## src/rtl/serial_adder.sv

```systemverilog
`default_nettype none
// ============================================================================
// Module   : serial_adder
// Brief    : Bit-serial LSB-first adder, one full-adder cell, WIDTH cycles/op.
// Revision : 1.0
// ============================================================================
module serial_adder #(
    parameter int WIDTH = 8
) (
    input  logic             clk,
    input  logic             rst_n,
    input  logic             start,
    input  logic [WIDTH-1:0] a,
    input  logic [WIDTH-1:0] b,
    input  logic             cin,
    output logic             busy,
    output logic             done,
    output logic [WIDTH-1:0] sum,
    output logic             cout
);

    localparam int CW = $clog2(WIDTH) + 1;

    typedef enum logic [1:0] {
        IDLE  = 2'd0,
        SHIFT = 2'd1,
        DONE  = 2'd2
    } state_t;

    state_t           r_state;
    state_t           w_next;
    logic [WIDTH-1:0] r_a;
    logic [WIDTH-1:0] r_b;
    logic [WIDTH-1:0] r_acc;
    logic             r_carry;
    logic [CW-1:0]    r_cnt;

    logic             w_bit;
    logic             w_carry_next;
    logic             w_accept;
    logic             w_last;
    logic [WIDTH-1:0] w_acc_next;

    assign w_bit        = r_a[0] ^ r_b[0] ^ r_carry;
    assign w_carry_next = (r_a[0] & r_b[0]) | (r_carry & (r_a[0] ^ r_b[0]));
    assign w_accept     = start && (r_state != SHIFT);
    assign w_last       = (r_cnt == CW'(WIDTH - 1));
    assign w_acc_next   = {w_bit, r_acc[WIDTH-1:1]};

    always_comb begin
        w_next = r_state;
        case (r_state)
            IDLE:    if (start) w_next = SHIFT;
            SHIFT:   if (w_last) w_next = DONE;
            DONE:    w_next = start ? SHIFT : IDLE;
            default: w_next = IDLE;
        endcase
    end

    always_ff @(posedge clk or negedge rst_n) begin
        if (!rst_n) begin
            r_state <= IDLE;
            busy    <= 1'b0;
            done    <= 1'b0;
            sum     <= '0;
            cout    <= 1'b0;
            r_a     <= '0;
            r_b     <= '0;
            r_acc   <= '0;
            r_carry <= 1'b0;
            r_cnt   <= '0;
        end else begin
            r_state <= w_next;
            busy    <= (w_next == SHIFT);
            done    <= (w_next == DONE);
            if (w_accept) begin
                r_a     <= a;
                r_b     <= b;
                r_carry <= cin;
                r_acc   <= '0;
                r_cnt   <= '0;
            end else if (r_state == SHIFT) begin
                r_a     <= r_a >> 1;
                r_b     <= r_b >> 1;
                r_carry <= w_carry_next;
                r_acc   <= w_acc_next;
                r_cnt   <= r_cnt + CW'(1);
                // Visible result changes only once the final bit is in.
                if (w_last) begin
                    sum  <= w_acc_next;
                    cout <= w_carry_next;
                end
            end
        end
    end

endmodule
`default_nettype wire

```

## config.mk

```make
export PLATFORM = sky130hd
export DESIGN_NAME = serial_adder
export DESIGN_NICKNAME = d
export VERILOG_FILES = /design/src/rtl/serial_adder.sv
export SDC_FILE = /design/constraint.sdc
export NUM_CORES = 1
export LEC_CHECK = 0
export CELL_PAD_IN_SITES_DETAIL_PLACEMENT = 1
export CELL_PAD_IN_SITES_GLOBAL_PLACEMENT = 2
export CORE_MARGIN = 5
export CORE_UTILIZATION = 36
export DETAILED_ROUTE_END_ITERATION = 6
export GPL_TIMING_DRIVEN = 0
export PLACE_DENSITY = 0.92
export SLEW_MARGIN = 20
export SYNTH_ARGS = -nofsm -noshare
export SYNTH_HDL_FRONTEND = slang
export SYNTH_SLANG_ARGS = --single-unit
```

## constraint.sdc

```tcl
create_clock -name clk -period 2.9 [get_ports clk]
set_clock_uncertainty 0.2 [all_clocks]
set_input_delay 0.29 -clock clk [delete_from_list [all_inputs] [get_ports clk]]
set_output_delay 0.29 -clock clk [all_outputs]
set_load 0.1 [all_outputs]
```

# After elaboration in Yosys (flattened, before gate mapping)
# Cells that the tools add are included.
[totals]
register_bits = 42
[classes]
add_sub_neg = 1
eq_ne = 6
n_mux = 14
bitwise_logic = 6
n_reduce_logical = 4
[op_table]
columns = ["operator", "n"]
rows = [
  ["8-bit 2-to-1 mux", 6],
  ["4-bit 2-to-1 mux", 2],
  ["2-bit one-hot mux with 3 select lines", 1],
  ["4-bit by 1-bit adder with 4-bit output (second input constant)", 1],
  ["2-bit by 1-bit == test with 1-bit output (second input constant)", 2],
  ["2-bit == test (second input constant)", 2],
  ["4-bit by 3-bit == test with 1-bit output (second input constant)", 1],
  ["2-bit 2-to-1 mux", 2],
  ["1-bit 2-to-1 mux", 3],
  ["3-bit AND reduction", 1],
  ["1-bit bitwise AND", 2],
  ["2-bit zero test", 1],
  ["2-bit by 1-bit inequality test with 1-bit output (second input constant)", 1],
  ["2-bit nonzero test", 1],
  ["1-bit XOR", 2],
  ["1-bit logical AND", 1],
  ["1-bit inverter", 1],
  ["1-bit bitwise OR", 1],
]

# Depth between registers and ports, before layout
# Gate-level depths: netlist of run 1.
[logic_depth]
ltp_word = 5
ltp_mapped = 5

# Least setup slack after synthesis of run 1
# OpenSTA, ideal clock, no wires.
[synth_timing]
kind = "reg2reg"
from = "register r_cnt[0]"
to = "register sum[0]"
setup_time_ns = 0.125
arrival_time_ns = 1.384
setup_slack_ns = 1.190
path_stages_with_launch = 5
path_buffers = 0
path_cell_list = "dfrtp_1 > ha_1 > nand2_1 > nor3_4 > mux2_2"
[synth_between]
elab_chain_cells = 2
[synth_rtl]
columns = ["element", "line", "source"]
rows = [
  ["start, declared", "36", "logic [CW-1:0] r_cnt;"],
  ["start signal, assigned", "87", "r_cnt <= r_cnt + CW'(1);"],
  ["4-bit by 3-bit == test with 1-bit output", "47", "assign w_last = (r_cnt == CW'(WIDTH - 1));"],
  ["3-bit AND reduction (no source line)", "--", ""],
  ["end signal, assigned", "90", "sum <= w_acc_next;"],
  ["end, declared", "18", "output logic [WIDTH-1:0] sum,"],
]
# No other way between the ends.
# A chain may end at the register's enable or synchronous reset.

# Final worst setup path of run 1
[layout_timing]
from = "register cout"
to = "output cout"
[layout_rtl]
columns = ["element", "line", "source"]
rows = [
  ["start, declared", "19", "output logic cout"],
  ["start signal, assigned", "91", "cout <= w_carry_next;"],
]
# No word-level cell between the ends.

==> results_dict.tcl, run 1 <==
set metrics [dict create \
    clk_pin_slew_ps 80 \
    num_vias 1273 \
    status "finished clean" \
    fin_crit_ps 2289 \
    syn_nets 178 \
    slowest_stage "clkdlybuf4s50_1" \
    clock_latency_ps 300 \
    routedWlPerCell_um 15.04 \
    antenna_found_initial 0 \
    syn2layout_area_growth_pct 30.75 \
    yosysUniqueCellTypes 20 \
    cap_viol_max_count 0 \
    synth_cells 156 \
    n_antenna_cell 0 \
    dp_cells 254 \
    postSynthAreaPerCell_um2 11.19 \
    dieArea_um2 6341 \
    fin_cells 263 \
    critPathMaxStageDelay_ps 1140 \
    critPathKind "register to output port" \
    hold_violations 0 \
    vias_per_cell 4.840 \
    cts_buffers 5 \
    cts_max_path_buffers 2 \
    crit_path_cell_trace "clkdlybuf4s50_1" \
    cts_setup_buffers 0 \
    syn_area_um2 1745 \
    hold_buffers 1 \
    ys_ff_latch 41 \
    hp-class "primary input to asynchronous set/reset pin" \
    arrival_ps 1800 \
    die_x_um 79.63 \
    worst_pin_slew_ps 984.1 \
    cts-root-buf "clkbuf_8" \
    final_max_slew_viol_count 0 \
    cp-start-kind "register" \
    irDropWorstVdd_mv 0.4084 \
    dr.pass1.iters 4 \
    ys_seq_area_share_pct 58.78 \
    grt-ovfl-total 0 \
    setup_tns_ps 0 \
    coreArea_um2 4723 \
    first_global_vias 1405 \
    grt_usage_pct 13.92 \
    rsz0062_at_grt "no" \
    die_h_um 79.63 \
    period_share_pct 78.93 \
    antenna_left 0 \
    grt_pass1_wl_mm 6.768 \
    io_buffer_count 30 \
    critPathCaptureType "output port" \
    initial_core_util_pct 36.95 \
    gp_congestion 0.7637 \
    num_rows 25 \
    fillers 515 \
    drt_iter0_markers 73 \
    multi_input_area_um2 651.9 \
    r2r_slack_ps 910 \
    drc 0 \
    crit_family "buffers and inverters" \
    fin_nets 217 \
    power_leakage_nw 1.014 \
    place_hpwl_mm 2.935 \
    grt_max_degree 25 \
    required_ps 2410 \
    cts_num_sinks 41 \
    cts_max_level 2 \
    cts_tree "built" \
    finalSetupViolations 0 \
    path_buf_inv 1 \
    ff_latch_area_um2 1026 \
    powerDensity_nw_per_um2 1187 \
    io_pins 31 \
    clock.fmax_mhz 436.9 \
    ys_warn_count 0 \
    drive_gt1_share_pct 12.24 \
    crit_path_max_fanout 2 \
    slew_headroom_pct 34.19 \
    drt_wl_total_mm 3.955 \
    cts_resized 0 \
]
## stage by stage
| step | hold slack (ps) | worst slack (ps) | power (mW) | utilization, % | area, µm² |
|---|---|---|---|---|---|
| after global placement | 257.9 | 354.1 | 2.175 | 45.09 | 2130 |
| after floorplan | -205.6 | 1190 | 1.871 | - | 1745 |
| after global routing | 308.0 | 570.6 | 2.869 | 48.32 | 2282 |
| after detailed placement | 73.62 | 792.2 | 2.254 | 45.56 | 2152 |
| after CTS | 293.4 | 595.0 | 2.742 | 48.32 | 2282 |
| final | 283.9 | 611.1 | 2.710 | 48.32 | 2282 |
## cells in the final DEF, fill, tap and decap left out
cell / netlist / routed
dfrtp_1: 41 / 41
nand2_1: 31 / 31
clkdlybuf4s50_1: 0 / 29
o21ai_0: 27 / 27
mux2i_1: 19 / 19
mux2_2: 8 / 8
inv_1: 6 / 6
clkbuf_8: 0 / 6
clkbuf_1: 5 / 5
buf_2: 3 / 4
nand3_1: 4 / 4
nor2_1: 2 / 2
and2b_2: 1 / 1
nand2b_1: 1 / 1
buf_6: 1 / 1
nor3_4: 1 / 1
nor3_1: 1 / 1
o211a_1: 1 / 1
a21oi_1: 1 / 1
xor2_1: 1 / 1
fa_1: 1 / 1
ha_1: 1 / 1
bufinv_16: 0 / 1
clkinvlp_4: 0 / 1
dlygate4sd3_1: 0 / 1
buf_16: 0 / 1
## layer usage
metal	global-route usage [%]	share of wire, %	wire length (µm)	vias up
met4	6.701	1.9	76	0
met5	0	0	0	-
li1	-	-	-	600
met2	23.12	51	2015	23
met1	17.12	44	1741	641
met3	2.935	3.0	120	9
## area by class of cell
| cell class | instances | share of cell area (%) |
|---|---|---|
| multi-input combinational | 100 | 28.56 |
| clock buffer | 6 | 3.618 |
| clock inverter | 2 | 1.645 |
| timing repair buffer | 32 | 14.58 |
| tap | 67 | 3.673 |
| inverter | 6 | 0.9868 |
| sequential | 41 | 44.96 |
| buffer | 9 | 1.974 |
## Yosys cell counts
cell      number  area [µm²]
mux2_2         8       90.09
buf_2          3       15.01
dfrtp_1       41        1026
o21ai_0       27       135.1
and2b_2        1       8.760
nor3_1         1       5.000
nor3_4         1       16.27
fa_1           1       20.02
nor2_1         2       7.510
nand3_1        4       20.02
xor2_1         1       8.760
nand2_1       31       116.4
nand2b_1       1       6.260
clkbuf_1       5       18.77
o211a_1        1       10.01
inv_1          6       22.52
ha_1           1       12.51
mux2i_1       19       190.2
a21oi_1        1       5.000
buf_6          1       11.26
## report_power, final
part | switching [mW] | internal (mW) | total [mW] | leakage [nW]
Sequential | 0.142 | 0.810 | 0.952 | 0.518
Clock | 0.203 | 0.280 | 0.483 | 0.0574
Combinational | 0.897 | 0.379 | 1.28 | 0.439
## state kept, by name, indices dropped and copies added (netlist names)
| name | flops |
|---|---|
| busy | 1 |
| cout | 1 |
| done | 1 |
| r_a | 8 |
| r_acc | 7 |
| r_b | 8 |
| r_carry | 1 |
| r_cnt | 4 |
| r_state | 2 |
| sum | 8 |
## path summary, 6_finish.rpt
check | to | from | depth (start not counted)
min in group clk | r_a[3] | r_a[4] | 2
max in group asynchronous | r_carry | rst_n | 3
hold / removal | r_a[4] | rst_n | 2
hold reg to reg | r_a[3] | r_a[4] | 2
setup / recovery | cout | cout | 1
setup reg to reg | sum[5] | r_cnt[0] | 4
## cell families (layout without fill, tap and decap cells)
group / after synthesis / count (layout) / synth area share [%]
XOR/XNOR: 1 / 1 / 0.5019
multiplexers: 27 / 27 / 16.06
AO/OA/AOI/OAI: 29 / 29 / 8.602
adder cells (fa/ha/maj): 2 / 2 / 1.864
flip-flops: 41 / 41 / 58.78
AND/OR/NAND/NOR: 41 / 41 / 10.32
buffers and inverters: 15 / 55 / 3.871
Power figures use the tool's default switching activity.
==> inputs of run 2 (changes only) <==
- CORE_UTILIZATION: 36 -> 30
- PLACE_DENSITY: 0.92 -> 0.83
- clock period: 2.9 -> 2.1 ns (I/O delays scaled with it)
==> results_dict.tcl, run 2 (synthesized netlist as in run 1, its figures left out) <==
set metrics [dict create \
    status "finished clean" \
    final_cell_mix "dfrtp_1, nand2_1, o21ai_0, mux2i_1, clkdlybuf4s50_1" \
    switchingPower_mw 1.647 \
    n_antenna_cell 0 \
    irDropWorstVdd_mv 0.5794 \
    cts_max_path_buffers 2 \
    critPathKind "register to register" \
    p_int_mw 1.830 \
    rsz0062_at_grt "no" \
    dieArea_um2 7443 \
    place_hpwl_mm 2.712 \
    grt-ovfl-total 0 \
    cts_setup_buffers 0 \
    coreArea_um2 5574 \
    cts-root-buf "clkbuf_8" \
    first_global_vias 1366 \
    io_buffer_count 30 \
    hp-class "primary input to asynchronous set/reset pin" \
    cp-start-kind "register" \
    worst_pin_slew_ps 963.9 \
    power_leakage_nw 1.018 \
    hold_ws_ps 191.2 \
    vias_per_cell 4.652 \
    crit_path_max_fanout 10 \
    grt_pass1_wl_mm 6.617 \
    layout.cells.most_common "dfrtp_1" \
    finalSetupViolations 0 \
    cts_buffers 5 \
    fin_nets 217 \
    gp_congestion 0.6715 \
    num_vias 1242 \
    seqPwrFrac_pct 37.4 \
    antenna_found_initial 0 \
    clock_latency_ps 290 \
    dr.pass1.iters 2 \
    initial_core_util_pct 31.31 \
    hold_violations 0 \
    die_h_um 86.28 \
    fillers 634 \
    comb_power_share_pct 47.6 \
    drive_gt1_share_pct 11.28 \
    required_ps 2070 \
    cts_tree "built" \
    drc 0 \
    drt_wl_total_mm 3.715 \
    cts_max_level 2 \
    antenna_left 0 \
    syn2layout_area_growth_pct 27.96 \
    clk_pin_slew_ps 80 \
    grt_usage_pct 11.28 \
    slew_headroom_pct 36.00 \
    drt_iter0_markers 69 \
    cts_num_sinks 41 \
    arrival_ps 1890 \
    io_pins 31 \
    period_share_pct 91.46 \
    clock.fmax_mhz 520.7 \
    pwr-share-clk_pct 15.0 \
    powerDensity_nw_per_um2 1557 \
    swShare_pct 47.38 \
    top_regs "r_a (8), r_b (8), sum (8)" \
    fin_crit_ps 1921 \
    critPathCaptureType "register" \
    final_max_slew_viol_count 0 \
    grt_max_degree 25 \
    setup_tns_ps 0 \
    cap_viol_max_count 0 \
    power_mw 3.477 \
    die_x_um 86.28 \
    routedWlPerCell_um 13.91 \
    num_rows 27 \
]
## run 2: changes by cell type in the layout (fill, tap and decap cells not counted), sizes merged
cell,change
clkbuf,+1
bufinv,-1
dlygate4sd2,+11
clkdlybuf4s50,-11
clkinvlp,-1
## run 2: per-stage QoR
stage               area (µm²)  util [%]  std cells  setup WS (ps)
floorplan                 1745         -        156          390.2
global placement          2136     38.32        258         -516.0
detailed placement        2151     38.59        259          68.99
CTS                       2233     40.07        267          127.4
global route              2233     40.07        267          3.083
finish                    2233     40.07        267          179.4
## run 2: power by group through the flow
stage	clock network [mW]	registers (mW)	logic, mW
2_1_floorplan	0	1.98	0.609
3_3_place_gp	0	1.31	1.71
3_5_place_dp	0	1.33	1.75
4_1_cts	0.541	1.31	1.69
5_1_grt	0.575	1.35	1.81
6_report	0.522	1.30	1.65
## run 2: final timing paths
path / from / to / slack, ps / cells after the start
worst min register to register: r_b[7] / r_b[6] / 290 / 2
worst max register to register: r_cnt[0] / sum[4] / 180 / 4
max in group asynchronous: rst_n / r_a[3] / 1030 / 3
worst max-delay path: r_cnt[0] / sum[4] / 180 / 4
min in group clk: r_b[7] / r_b[6] / 290 / 2
worst min-delay path: rst_n / sum[0] / 190 / 2
## run 2: final cells by class
type                            instances  area, µm²  area share [%]
Multi-Input combinational cell        100      651.9           29.19
Buffer                                  9      45.04           2.017
Clock buffer                            7      86.33           3.866
Inverter                                6      22.52           1.008
Sequential cell                        41       1026           45.94
Tap cell                               72      90.09           4.034
Timing Repair Buffer                   32      311.5           13.95
## run 2: timing repair
item,4_1_cts,5_1_grt
setup endpoints to repair,11,0
endpoints found under the hold margin,17,0
resized for setup,11,0
hold buffers,1,0
## run 2: critical path: stages (launching register included)
cell and delay [ps]:
dfrtp_1 390, ha_1 200, nand2_1 130, nor3_4 490, mux2_2 390
## run 2: per-layer routing
metal / vias to the layer above / GRT usage, % / share of wire [%]
met5: - / 0 / 0
met4: 0 / 3.824 / 1.2
met3: 6 / 2.567 / 3.9
met2: 21 / 19.13 / 50
met1: 613 / 14.16 / 45
li1: 602 / - / -
==> inputs of run 3 (changes only) <==
- ABC_AREA: not set -> 1
- CORE_UTILIZATION: 30 -> 29
- PLACE_DENSITY: 0.83 -> 0.84
- SLEW_MARGIN: 20 -> 30
==> results_dict.tcl, run 3 <==
set metrics [dict create \
    worst-path-stages 1 \
    clock.fmax_mhz 518.7 \
    cts_tree "built" \
    crit_path_cell_trace "dlygate4sd2_1" \
    crit_family "buffers and inverters" \
    cts-root-buf "clkbuf_8" \
    rsz0062_at_grt "no" \
    status "finished clean" \
    fin_crit_ps 1928 \
    first_global_vias 1424 \
    synth_top_area_share_pct 58.07 \
    die_h_um 88.05 \
    crit_path_max_fanout 1 \
    routedWlPerCell_um 13.30 \
    num_vias 1388 \
    coreArea_um2 5921 \
    synth.most_common_cell "nand2_1" \
    power_leakage_nw 1.114 \
    ys_warn_count 0 \
    drt_iter0_markers 31 \
    worst_pin_slew_ps 958.2 \
    irDropWorstVdd_mv 0.8279 \
    grt_usage_pct 11.65 \
    cts_setup_buffers 0 \
    ff_latch_area_um2 1026 \
    fin_cells 301 \
    cts_buffers 5 \
    ys_top_cells_by_area "dfrtp_1, nand2_1, nand3_1, o21ai_2, inv_1" \
    dr.pass1.iters 4 \
    synthTopCellsByCount "nand2_1, dfrtp_1, nand3_1" \
    critPathCaptureType "output port" \
    dieArea_um2 7753 \
    yosysUniqueCellTypes 20 \
    clk_pin_slew_ps 80 \
    top_regs "r_a (8), r_b (8), sum (8)" \
    ys_seq_area_share_pct 58.07 \
    clock_latency_ps 300 \
    syn_nets 208 \
    die_x_um 88.05 \
    final_max_slew_viol_count 0 \
    syn2layout_area_growth_pct 27.62 \
    finalSetupViolations 0 \
    grt_max_degree 28 \
    ys_ff_latch 41 \
    critPathKind "register to output port" \
    drt_wl_total_mm 4.003 \
    gp_congestion 0.7040 \
    grt_pass1_wl_mm 6.879 \
    layout.cells.most_common "nand2_1" \
    cts_max_level 2 \
    synth_cells 186 \
    critPathMaxStageDelay_ps 860 \
    fillers 711 \
    synth_edf_count 0 \
    io_buffer_count 30 \
    drc 0 \
    vias_per_cell 4.611 \
    initial_core_util_pct 29.84 \
    ys_async_sr_fraction_pct 100.0 \
    final_cell_mix "nand2_1, dfrtp_1, nand3_1, clkdlybuf4s50_1, inv_1" \
    hp-class "primary input to asynchronous set/reset pin" \
    cts_num_sinks 41 \
    place_hpwl_mm 2.900 \
    yosysTopAreaCell "dfrtp_1" \
    multi_input_area_um2 598.1 \
    antenna_found_initial 0 \
    slowest_stage "dlygate4sd2_1" \
    postSynthAreaPerCell_um2 9.498 \
    io_pins 31 \
    grt-ovfl-total 0 \
    antenna_left 0 \
    hold_violations 0 \
    cap_viol_max_count 0 \
    powerDensity_nw_per_um2 1593 \
    dp_cells 292 \
    slew_headroom_pct 36.37 \
    drive_gt1_share_pct 15.04 \
    fin_nets 247 \
    path_buf_inv 1 \
    setup_slack_ps 172.1 \
    n_antenna_cell 0 \
    cts_max_path_buffers 2 \
    required_ps 1690 \
    pre_cts_slack_ps 200.9 \
    yosys_most_used_dff "dfrtp_1" \
    num_rows 28 \
    arrival_ps 1520 \
    cp-start-kind "register" \
    syn_area_um2 1767 \
    period_share_pct 91.80 \
    reg2reg_depth 7 \
]
## run 3: cell count changes after synthesis, moves of 10 or more
cell,before,now
inv_1,6,16
mux2i_1,19,0
nand2_1,31,55
nand3_1,4,31
o21ai_0,27,1
## run 3: routing by layer
metal | vias to the layer above | track usage (%) | part of all wire [%]
met5 | - | 0 | 0
met1 | 677 | 14.49 | 47
met2 | 30 | 19.18 | 46
met3 | 7 | 3.010 | 5.5
li1 | 674 | - | -
met4 | 0 | 4.945 | 1.4
## run 3: repair_timing
item,4_1_cts,5_1_grt
setup endpoints to repair,11,0
gates resized for setup,11,0
hold buffers,1,0
endpoints found under the hold margin,41,0
## run 3: cell families after synthesis
| group | share of synthesized area (%) |
|---|---|
| AOI/OAI and AO/OA | 8.498 |
| adders and majority gates | 1.841 |
| buffers and inverters | 8.073 |
| DFF | 58.07 |
| and+or+nand+nor | 23.51 |
## run 3: layout make-up
| class | instances | area share (%) |
|---|---|---|
| Inverter | 20 | 3.330 |
| Buffer | 8 | 2.997 |
| Clock inverter | 2 | 0.4440 |
| Clock buffer | 6 | 3.219 |
| Multi-Input combinational cell | 117 | 26.53 |
| Timing Repair Buffer | 32 | 13.82 |
| Sequential cell | 41 | 45.50 |
| Tap cell | 75 | 4.162 |
## run 3: stage by stage
step / hold WS (ps) / TNS (ps) / power (mW) / util [%] / cell area, µm²
floorplan: -285.6 / 0 / 2.706 / - / 1767
global placement: 256.9 / -18800 / 3.140 / 36.50 / 2161
detailed placement: -50.82 / 0 / 3.202 / 36.75 / 2176
CTS: 165.2 / 0 / 3.650 / 38.08 / 2255
global route: 198.6 / 0 / 3.845 / 38.08 / 2255
finish: 154.9 / 0 / 3.591 / 38.08 / 2255
## run 3: path summary, 6_finish.rpt
check	start	slack, ps	endpoint
min in group clk	a[7]	240	r_a[7]
max reg2reg	r_cnt[0]	520	sum[7]
min	rst_n	150	sum[6]
min reg2reg	r_a[7]	280	r_a[7]
max in group asynchronous	rst_n	1080	r_a[0]
max	busy	170	busy
## run 3: power breakdown
part	leakage (nW)	switching, mW	internal (mW)
Combinational	0.545	1.32	0.497
Sequential	0.525	0.161	1.11
Clock	0.0450	0.275	0.231
